**src/rtl/instr_register_pkg.sv**
```systemverilog
// Shared types for the instruction register and its controller.
// address_t width fixes the register depth (2**$bits(address_t) entries).
package instr_register_pkg;

    typedef logic [4:0]  address_t;
    typedef logic [15:0] operand_t;

    typedef enum logic [3:0] {
        ZERO,
        PASSA,
        PASSB,
        ADD,
        SUB,
        MULT,
        DIV,
        MOD
    } opcode_t;

    typedef struct packed {
        opcode_t  opcode;
        operand_t operand_a;
        operand_t operand_b;
    } instruction_t;

    typedef enum logic [1:0] {
        INIT,
        IDLE,
        RUN,
        DRAIN
    } ctrl_state_t;

endpackage

```
**src/rtl/instr_reg_ctrl_if.sv**
```systemverilog
// Producer and consumer handshakes of the instruction register controller.
// master = the surrounding system, slave = the controller.
interface instr_reg_ctrl_if;
    import instr_register_pkg::*;

    logic         req0_valid;
    logic         req0_ready;
    opcode_t      req0_opcode;
    operand_t     req0_operand_a;
    operand_t     req0_operand_b;

    logic         req1_valid;
    logic         req1_ready;
    opcode_t      req1_opcode;
    operand_t     req1_operand_a;
    operand_t     req1_operand_b;

    logic         rd_valid;
    logic         rd_ready;
    instruction_t rd_instruction;

    modport master (
        output req0_valid, req0_opcode, req0_operand_a, req0_operand_b,
        input  req0_ready,
        output req1_valid, req1_opcode, req1_operand_a, req1_operand_b,
        input  req1_ready,
        input  rd_valid, rd_instruction,
        output rd_ready
    );

    modport slave (
        input  req0_valid, req0_opcode, req0_operand_a, req0_operand_b,
        output req0_ready,
        input  req1_valid, req1_opcode, req1_operand_a, req1_operand_b,
        output req1_ready,
        output rd_valid, rd_instruction,
        input  rd_ready
    );

endinterface

```
**src/rtl/rr_arb2.sv**
```systemverilog
// Two-requester round-robin arbiter; a tie goes to the requester not granted last.
// The priority flag only moves when the caller reports an accepted grant.
module rr_arb2 (
    input  logic       clk,
    input  logic       reset_n,
    input  logic [1:0] valid,
    input  logic       update,
    output logic [1:0] grant
);

    logic last;  // index of the most recently accepted requester

    always_comb begin
        // NOTE: default every always_comb output first so no path leaves it unassigned (latch).
        grant = 2'b00;
        if (valid[0] && (!valid[1] || last)) begin
            grant[0] = 1'b1;
        end else if (valid[1]) begin
            grant[1] = 1'b1;
        end
    end

    always_ff @(posedge clk or negedge reset_n) begin
        if (!reset_n) begin
            // NOTE: sequential state uses non-blocking assignment so every flop samples pre-edge values.
            last <= 1'b1;
        end else if (update) begin
            last <= grant[1];
        end
    end

endmodule

```
**src/rtl/instr_reg_ctrl.sv**
```systemverilog
// Instruction register controller: scrubs every entry after reset, then writes
// round-robin-arbitrated producer instructions and presents them in order to one consumer.
module instr_reg_ctrl
    import instr_register_pkg::*;
#(
    parameter int DEPTH = 32,  // must equal 2**$bits(address_t)
    parameter int CNT_W = $clog2(DEPTH) + 1
) (
    input  logic              clk,
    input  logic              reset_n,
    input  logic              enable,
    instr_reg_ctrl_if.slave   bus,
    output logic [CNT_W-1:0]  count,
    output logic              busy,
    output logic              load_en,
    output opcode_t           opcode,
    output operand_t          operand_a,
    output operand_t          operand_b,
    output address_t          write_pointer,
    output address_t          read_pointer,
    input  instruction_t      instruction_word
);

    localparam int ADDR_W = $bits(address_t);

    ctrl_state_t  state;
    logic [CNT_W-1:0] init_cnt;
    address_t     wr_head;
    address_t     rd_head;
    logic [1:0]   req_valid;
    logic [1:0]   grant;
    logic         room;
    logic         accept;
    logic         pop;
    instruction_t acc_data;

    assign req_valid = {bus.req1_valid, bus.req0_valid};

    rr_arb2 u_arb (
        .clk     (clk),
        .reset_n (reset_n),
        .valid   (req_valid),
        .update  (accept),
        .grant   (grant)
    );

    assign room           = (count < CNT_W'(DEPTH));
    assign bus.req0_ready = (state == RUN) && room && grant[0];
    assign bus.req1_ready = (state == RUN) && room && grant[1];
    assign accept         = (bus.req0_valid && bus.req0_ready) ||
                            (bus.req1_valid && bus.req1_ready);
    assign acc_data       = grant[1]
                          ? '{bus.req1_opcode, bus.req1_operand_a, bus.req1_operand_b}
                          : '{bus.req0_opcode, bus.req0_operand_a, bus.req0_operand_b};

    // An accepted entry is counted at once but is not readable until its load edge has passed.
    assign bus.rd_valid       = ((state == RUN) || (state == DRAIN)) &&
                                (count > CNT_W'(load_en));
    assign bus.rd_instruction = instruction_word;
    assign pop                = bus.rd_valid && bus.rd_ready;

    assign busy         = (state == INIT) || (state == DRAIN);
    assign read_pointer = rd_head;

    always_ff @(posedge clk or negedge reset_n) begin
        if (!reset_n) begin
            state         <= INIT;
            init_cnt      <= '0;
            wr_head       <= '0;
            rd_head       <= '0;
            count         <= '0;
            load_en       <= 1'b0;
            opcode        <= ZERO;
            operand_a     <= '0;
            operand_b     <= '0;
            write_pointer <= '0;
        end else begin
            load_en <= 1'b0;

            case (state)
                INIT: begin
                    if (init_cnt < CNT_W'(DEPTH)) begin
                        load_en       <= 1'b1;
                        opcode        <= ZERO;
                        operand_a     <= '0;
                        operand_b     <= '0;
                        write_pointer <= init_cnt[ADDR_W-1:0];
                        init_cnt      <= init_cnt + CNT_W'(1);
                    end else begin
                        write_pointer <= '0;
                        wr_head       <= '0;
                        rd_head       <= '0;
                        state         <= enable ? RUN : IDLE;
                    end
                end
                IDLE:    if (enable)        state <= RUN;
                RUN:     if (!enable)       state <= DRAIN;
                DRAIN:   if (count == '0)   state <= IDLE;
                default:                    state <= INIT;
            endcase

            // Accepts only happen in RUN, so this never collides with the scrub writes.
            if (accept) begin
                load_en       <= 1'b1;
                opcode        <= acc_data.opcode;
                operand_a     <= acc_data.operand_a;
                operand_b     <= acc_data.operand_b;
                write_pointer <= wr_head;
                wr_head       <= wr_head + 1'b1;
            end

            if (pop) begin
                rd_head <= rd_head + 1'b1;
            end

            if (accept && !pop) begin
                count <= count + CNT_W'(1);
            end else if (pop && !accept) begin
                count <= count - CNT_W'(1);
            end
        end
    end

endmodule
```
**src/flat_wrapper.sv**
```systemverilog
// flat-port wrapper written by rule: the top's interface ports become plain ports
module instr_reg_ctrl_flat import instr_register_pkg::*;
#(
    parameter int DEPTH = 32,                                   
    parameter int CNT_W = $clog2(DEPTH) + 1
)
  (clk, reset_n, enable, count, busy, load_en, opcode, operand_a, operand_b, write_pointer, read_pointer, instruction_word, bus_req0_valid, bus_req0_opcode, bus_req0_operand_a, bus_req0_operand_b, bus_req0_ready, bus_req1_valid, bus_req1_opcode, bus_req1_operand_a, bus_req1_operand_b, bus_req1_ready, bus_rd_valid, bus_rd_instruction, bus_rd_ready);
  instr_reg_ctrl_if bus_i ();
  input  logic clk;
  input  logic reset_n;
  input  logic enable;
  output logic [CNT_W-1:0] count;
  output logic busy;
  output logic load_en;
  output opcode_t opcode;
  output operand_t operand_a;
  output operand_t operand_b;
  output address_t write_pointer;
  output address_t read_pointer;
  input  instruction_t instruction_word;
  input wire logic [$bits(bus_i.req0_valid)-1:0] bus_req0_valid;
  input wire logic [$bits(bus_i.req0_opcode)-1:0] bus_req0_opcode;
  input wire logic [$bits(bus_i.req0_operand_a)-1:0] bus_req0_operand_a;
  input wire logic [$bits(bus_i.req0_operand_b)-1:0] bus_req0_operand_b;
  output wire logic [$bits(bus_i.req0_ready)-1:0] bus_req0_ready;
  input wire logic [$bits(bus_i.req1_valid)-1:0] bus_req1_valid;
  input wire logic [$bits(bus_i.req1_opcode)-1:0] bus_req1_opcode;
  input wire logic [$bits(bus_i.req1_operand_a)-1:0] bus_req1_operand_a;
  input wire logic [$bits(bus_i.req1_operand_b)-1:0] bus_req1_operand_b;
  output wire logic [$bits(bus_i.req1_ready)-1:0] bus_req1_ready;
  output wire logic [$bits(bus_i.rd_valid)-1:0] bus_rd_valid;
  output wire logic [$bits(bus_i.rd_instruction)-1:0] bus_rd_instruction;
  input wire logic [$bits(bus_i.rd_ready)-1:0] bus_rd_ready;
  assign bus_i.req0_valid = bus_req0_valid;
  assign bus_i.req0_opcode = bus_req0_opcode;
  assign bus_i.req0_operand_a = bus_req0_operand_a;
  assign bus_i.req0_operand_b = bus_req0_operand_b;
  assign bus_req0_ready = bus_i.req0_ready;
  assign bus_i.req1_valid = bus_req1_valid;
  assign bus_i.req1_opcode = bus_req1_opcode;
  assign bus_i.req1_operand_a = bus_req1_operand_a;
  assign bus_i.req1_operand_b = bus_req1_operand_b;
  assign bus_req1_ready = bus_i.req1_ready;
  assign bus_rd_valid = bus_i.rd_valid;
  assign bus_rd_instruction = bus_i.rd_instruction;
  assign bus_i.rd_ready = bus_rd_ready;
  instr_reg_ctrl #(.DEPTH(DEPTH), .CNT_W(CNT_W)) u_core (.clk(clk), .reset_n(reset_n), .enable(enable), .bus(bus_i), .count(count), .busy(busy), .load_en(load_en), .opcode(opcode), .operand_a(operand_a), .operand_b(operand_b), .write_pointer(write_pointer), .read_pointer(read_pointer), .instruction_word(instruction_word));
endmodule
```
**config.mk**
```make
export PLATFORM = sky130hd
export DESIGN_NAME = instr_reg_ctrl_flat
export DESIGN_NICKNAME = d
export VERILOG_FILES = /design/src/rtl/instr_register_pkg.sv /design/src/rtl/instr_reg_ctrl_if.sv /design/src/rtl/rr_arb2.sv /design/src/rtl/instr_reg_ctrl.sv /design/src/flat_wrapper.sv
export SDC_FILE = /design/constraint.sdc
export NUM_CORES = 1
export LEC_CHECK = 0
export CAP_MARGIN = 20
export CORE_UTILIZATION = 39
export CTS_CLUSTER_SIZE = 10
export DETAILED_ROUTE_END_ITERATION = 6
export GPL_TIMING_DRIVEN = 0
export PLACE_DENSITY = 0.86
export SETUP_SLACK_MARGIN = 0.05
export SLEW_MARGIN = 20
export SYNTH_ARGS = -nofsm -noshare
export SYNTH_HDL_FRONTEND = slang
export SYNTH_SLANG_ARGS = --single-unit
```
**constraint.sdc**
```tcl
create_clock -name clk -period 3.5 [get_ports clk]
set_clock_uncertainty 0.2 [all_clocks]
set_input_delay 0.7 -clock clk [delete_from_list [all_inputs] [get_ports clk]]
set_output_delay 0.7 -clock clk [all_outputs]
set_load 0.02 [all_outputs]
```
==> flow_summary_export.csv <==
group,metric,value,unit
run_status,status,"finished, violations left",
run_status,violations,"DRC",
worst_hold_path,hp-class,"in2async",
setup_path,timing.rr.end,"u_core.count[5]$_DFFE_PN0P_",
final_layout,final_net_count,680,
clock_network,h-tree-depth,3,
final_layout,area_growth,59.20,%
logic_synthesis,synthArstFlopShare,100.0,%
clock_network,clk_pin_slew,80,ps
drt,totalWireLength,10950,um
power,power_density,857.4,mW/mm2
floorplan,core-area,0.008848,mm2
setup_path,cp_top_family,"simple AND/OR/NAND/NOR gates",
drt,drc,12,
global_route,grt_overflow,0,
setup_path,start_kind,"flop",
logic_synthesis,avgSynthCellArea,9.782,um2
place,routabilityCongestion,0.8148,
power,power.static_leakage,2.527,nW
sta,rsz0062_at_grt,"true",
setup_path,path_cells,"or4_4, o311ai_4, buf_6, ha_2, inv_1, ha_1, or4_1, o211ai_1, nor3b_1, xnor2_1",
setup_path,crit_arrival,3460,ps
global_route,antenna_found_initial,0,
global_route,grt_usage,23.22,%
sta,final.setup.tns,0,ps
setup_path,timing.rr.start,"u_core.count[4]$_DFFE_PN0P_",
place,dp.cells,648,
setup_path,rr_worst_depth,10,
logic_synthesis,yosys_register_bits,67,
final_layout,diodes,0,
clock_network,clk_path_buf_depth,2,
drt,final_antenna_net_count,0,
power,ir_drop,0.0003536,V
clock_network,root_buffer,"clkbuf_8",
drt,drt-pass1-iter-count,7,
global_route,grt_max_degree,48,
sta,tightest_slew,739.6,ps
floorplan,start_util,40.79,%
clock_network,cts-buffers-inserted,9,
job,maxCapViolCount,0,
floorplan,row_count,34,
final_layout,finalNonFillerCells,665,
setup_path,critical_path_required,3540,ps
setup_path,worstSetupPathType,"reg2reg",
clock_network,cts_hold_buf,0,
logic_synthesis,yosys.cell_types.count,42,
clock_network,clk-insertion-delay-late,350,ps
floorplan,die_w,98.21,um
setup_path,crit_fanout,10,
place,portBuffers,170,
sta,fin_crit,3420,ps
final_layout,postLayoutCellArea,0.005747,mm2
logic_synthesis,synth_cells,369,
drt,via_count,3521,
place,dp_hpwl,8392,um
final_layout,drive_above_1_share,13.64,%
floorplan,die_h,98.21,um
sta,whs,24.55,ps
clock_network,clock_sinks,67,
place,postPlaceCellArea,0.005472,mm2
floorplan,die-area,0.009644,mm2
sta,slew_headroom,50.69,%
logic_synthesis,ys.flop_type,"dfrtp_1",
setup_path,timing.critical_path.buf_inv,2,
setup_path,slowest_stage,"or4_4",
global_route,grt_pass1_wl,17640,um
clock_network,cts_tree,"done",
sta,hold_viol_final,0,
drt,vias_per_cell,5.295,
logic_synthesis,syn-cell-area,0.003610,mm2
global_route,grt_pass1_vias,3596,
logic_synthesis,synth_edf_count,0,
final_layout,fillerInstances,732,
setup_path,slowest_delay,580,ps
logic_synthesis,synth_seq_area_share,46.48,%
drt,wl_per_cell,16.47,um
sta,finalSetupViolCount,0,
setup_path,critPathCaptureType,"flop",
floorplan,ios,207,
drt,drtIter0Drc,165,
logic_synthesis,yosys_warnings,0,
sta,slew_violations,0,
sta,fmax,292.4,MHz
logic_synthesis,synth_nets,497,
setup_path,r2r_slack,80,ps
sta,finalCritPeriodShare,97.71,%
## Yosys cell counts, types with 2 or more instances
library cell   n  area share [%]
dfrtp_1       66              46
nand3_1       48             6.7
o21ai_0       42             5.8
buf_4         38             7.9
o22ai_1       24             4.2
mux2i_1       16             4.4
nand2_1       15             1.6
nor2_1        15             1.6
ha_1          13             4.5
clkbuf_1      10             1.0
inv_1         10             1.0
buf_2          7            0.97
o21ai_1        7            0.97
xnor2_1        7             1.7
xor2_1         6             1.5
a21oi_1        4            0.55
a221oi_1       4            0.97
buf_1          4            0.42
nor3b_1        4            0.83
a21o_1         3            0.62
a211oi_1       2            0.42
nand2b_1       2            0.35
nor4_1         2            0.35
or2_2          2            0.35
## per-layer routing
| metal | part of all wire (%) | vias up | GRT usage (%) |
|---|---|---|---|
| met2 | 53 | 153 | 40.41 |
| li1 | - | 1653 | - |
| met1 | 38 | 1697 | 27.77 |
| met4 | 2.0 | 0 | 8.840 |
| met5 | 0 | - | 0 |
| met3 | 7.2 | 18 | 5.655 |
## cells by family (layout without fill, tap and decap cells)
group	count (synthesis)	count (layout)	synth area share [%]
compound gates	94	94	15.91
simple gates	94	94	12.96
buf+inv	69	257	11.37
flops	67	67	46.48
mux	18	18	5.061
fa+ha+maj	14	14	5.061
xor+xnor	13	13	3.154
## per-stage QoR
stage	power, mW	setup WS [ps]	util (%)
after detailed placement	4.096	-375.4	61.84
after global placement	3.958	-619.9	61.55
after floorplan	2.930	231.4	-
after global routing	5.252	-15.78	64.95
after CTS	4.930	32.73	64.83
final	4.927	80.27	64.95
## sequential cells by signal, summed over array words and instances (netlist names)
| name | cells |
|---|---|
| u_core.load_en | 1 |
| u_core.read_pointer | 5 |
| u_core.init_cnt | 6 |
| u_core.u_arb.last | 1 |
| u_core.operand_b | 16 |
| u_core.wr_head | 5 |
| u_core.state | 2 |
| u_core.operand_a | 16 |
| u_core.count | 6 |
| u_core.write_pointer | 5 |
| u_core.opcode | 4 |
## power breakdown
part	internal, mW	switching [mW]
clock network	0.479	0.327
registers	1.16	0.295
logic	1.23	1.44
## worst max path at each step
stage / start / endpoint / slack [ps] / cells past startpoint
after floorplan: u_core.count[4]$_DFFE_PN0P_ / u_core.count[5]$_DFFE_PN0P_ / 230 / 10
after global placement: reset_n / u_core.operand_a[2]$_DFFE_PN0P_ / -620 / 1
after detailed placement: bus_req0_valid / u_core.count[5]$_DFFE_PN0P_ / -380 / 12
after CTS: bus_req1_valid / bus_req1_ready / 30 / 5
after global routing: u_core.count[4]$_DFFE_PN0P_ / u_core.count[5]$_DFFE_PN0P_ / -20 / 10
final: u_core.count[4]$_DFFE_PN0P_ / u_core.count[5]$_DFFE_PN0P_ / 80 / 10
## timing repair
action	CTS	global route
cloned	0	0
gates resized for setup	4	5
hold endpoints to repair	0	0
setup buffers	1	0
endpoints found under the setup margin	2	2
## cells in the final DEF, fill, tap and decap left out, types with 6 or more instances in the layout
| cell | count |
|---|---|
| ha_1 | 12 |
| o22ai_1 | 24 |
| mux2i_1 | 16 |
| clkbuf_1 | 9 |
| clkbuf_8 | 9 |
| dfrtp_1 | 66 |
| nand2_1 | 15 |
| xnor2_1 | 7 |
| buf_4 | 39 |
| o21ai_1 | 7 |
| o21ai_0 | 42 |
| buf_2 | 7 |
| inv_1 | 9 |
| nand3_1 | 48 |
| nor2_1 | 14 |
| clkdlybuf4s50_1 | 168 |
| xor2_1 | 6 |
## layout make-up
class | count | area (um2) | area share [%]
buffer | 59 | 377.9 | 6.575
clock buffer | 9 | 123.9 | 2.155
clock inverter | 7 | 123.9 | 2.155
inverter | 10 | 37.54 | 0.6532
multi-input combinational | 233 | 1534 | 26.69
sequential | 67 | 1678 | 29.20
tap | 108 | 135.1 | 2.351
timing repair buffer | 172 | 1737 | 30.22
Note: power is estimated with default switching activity, not from simulation.
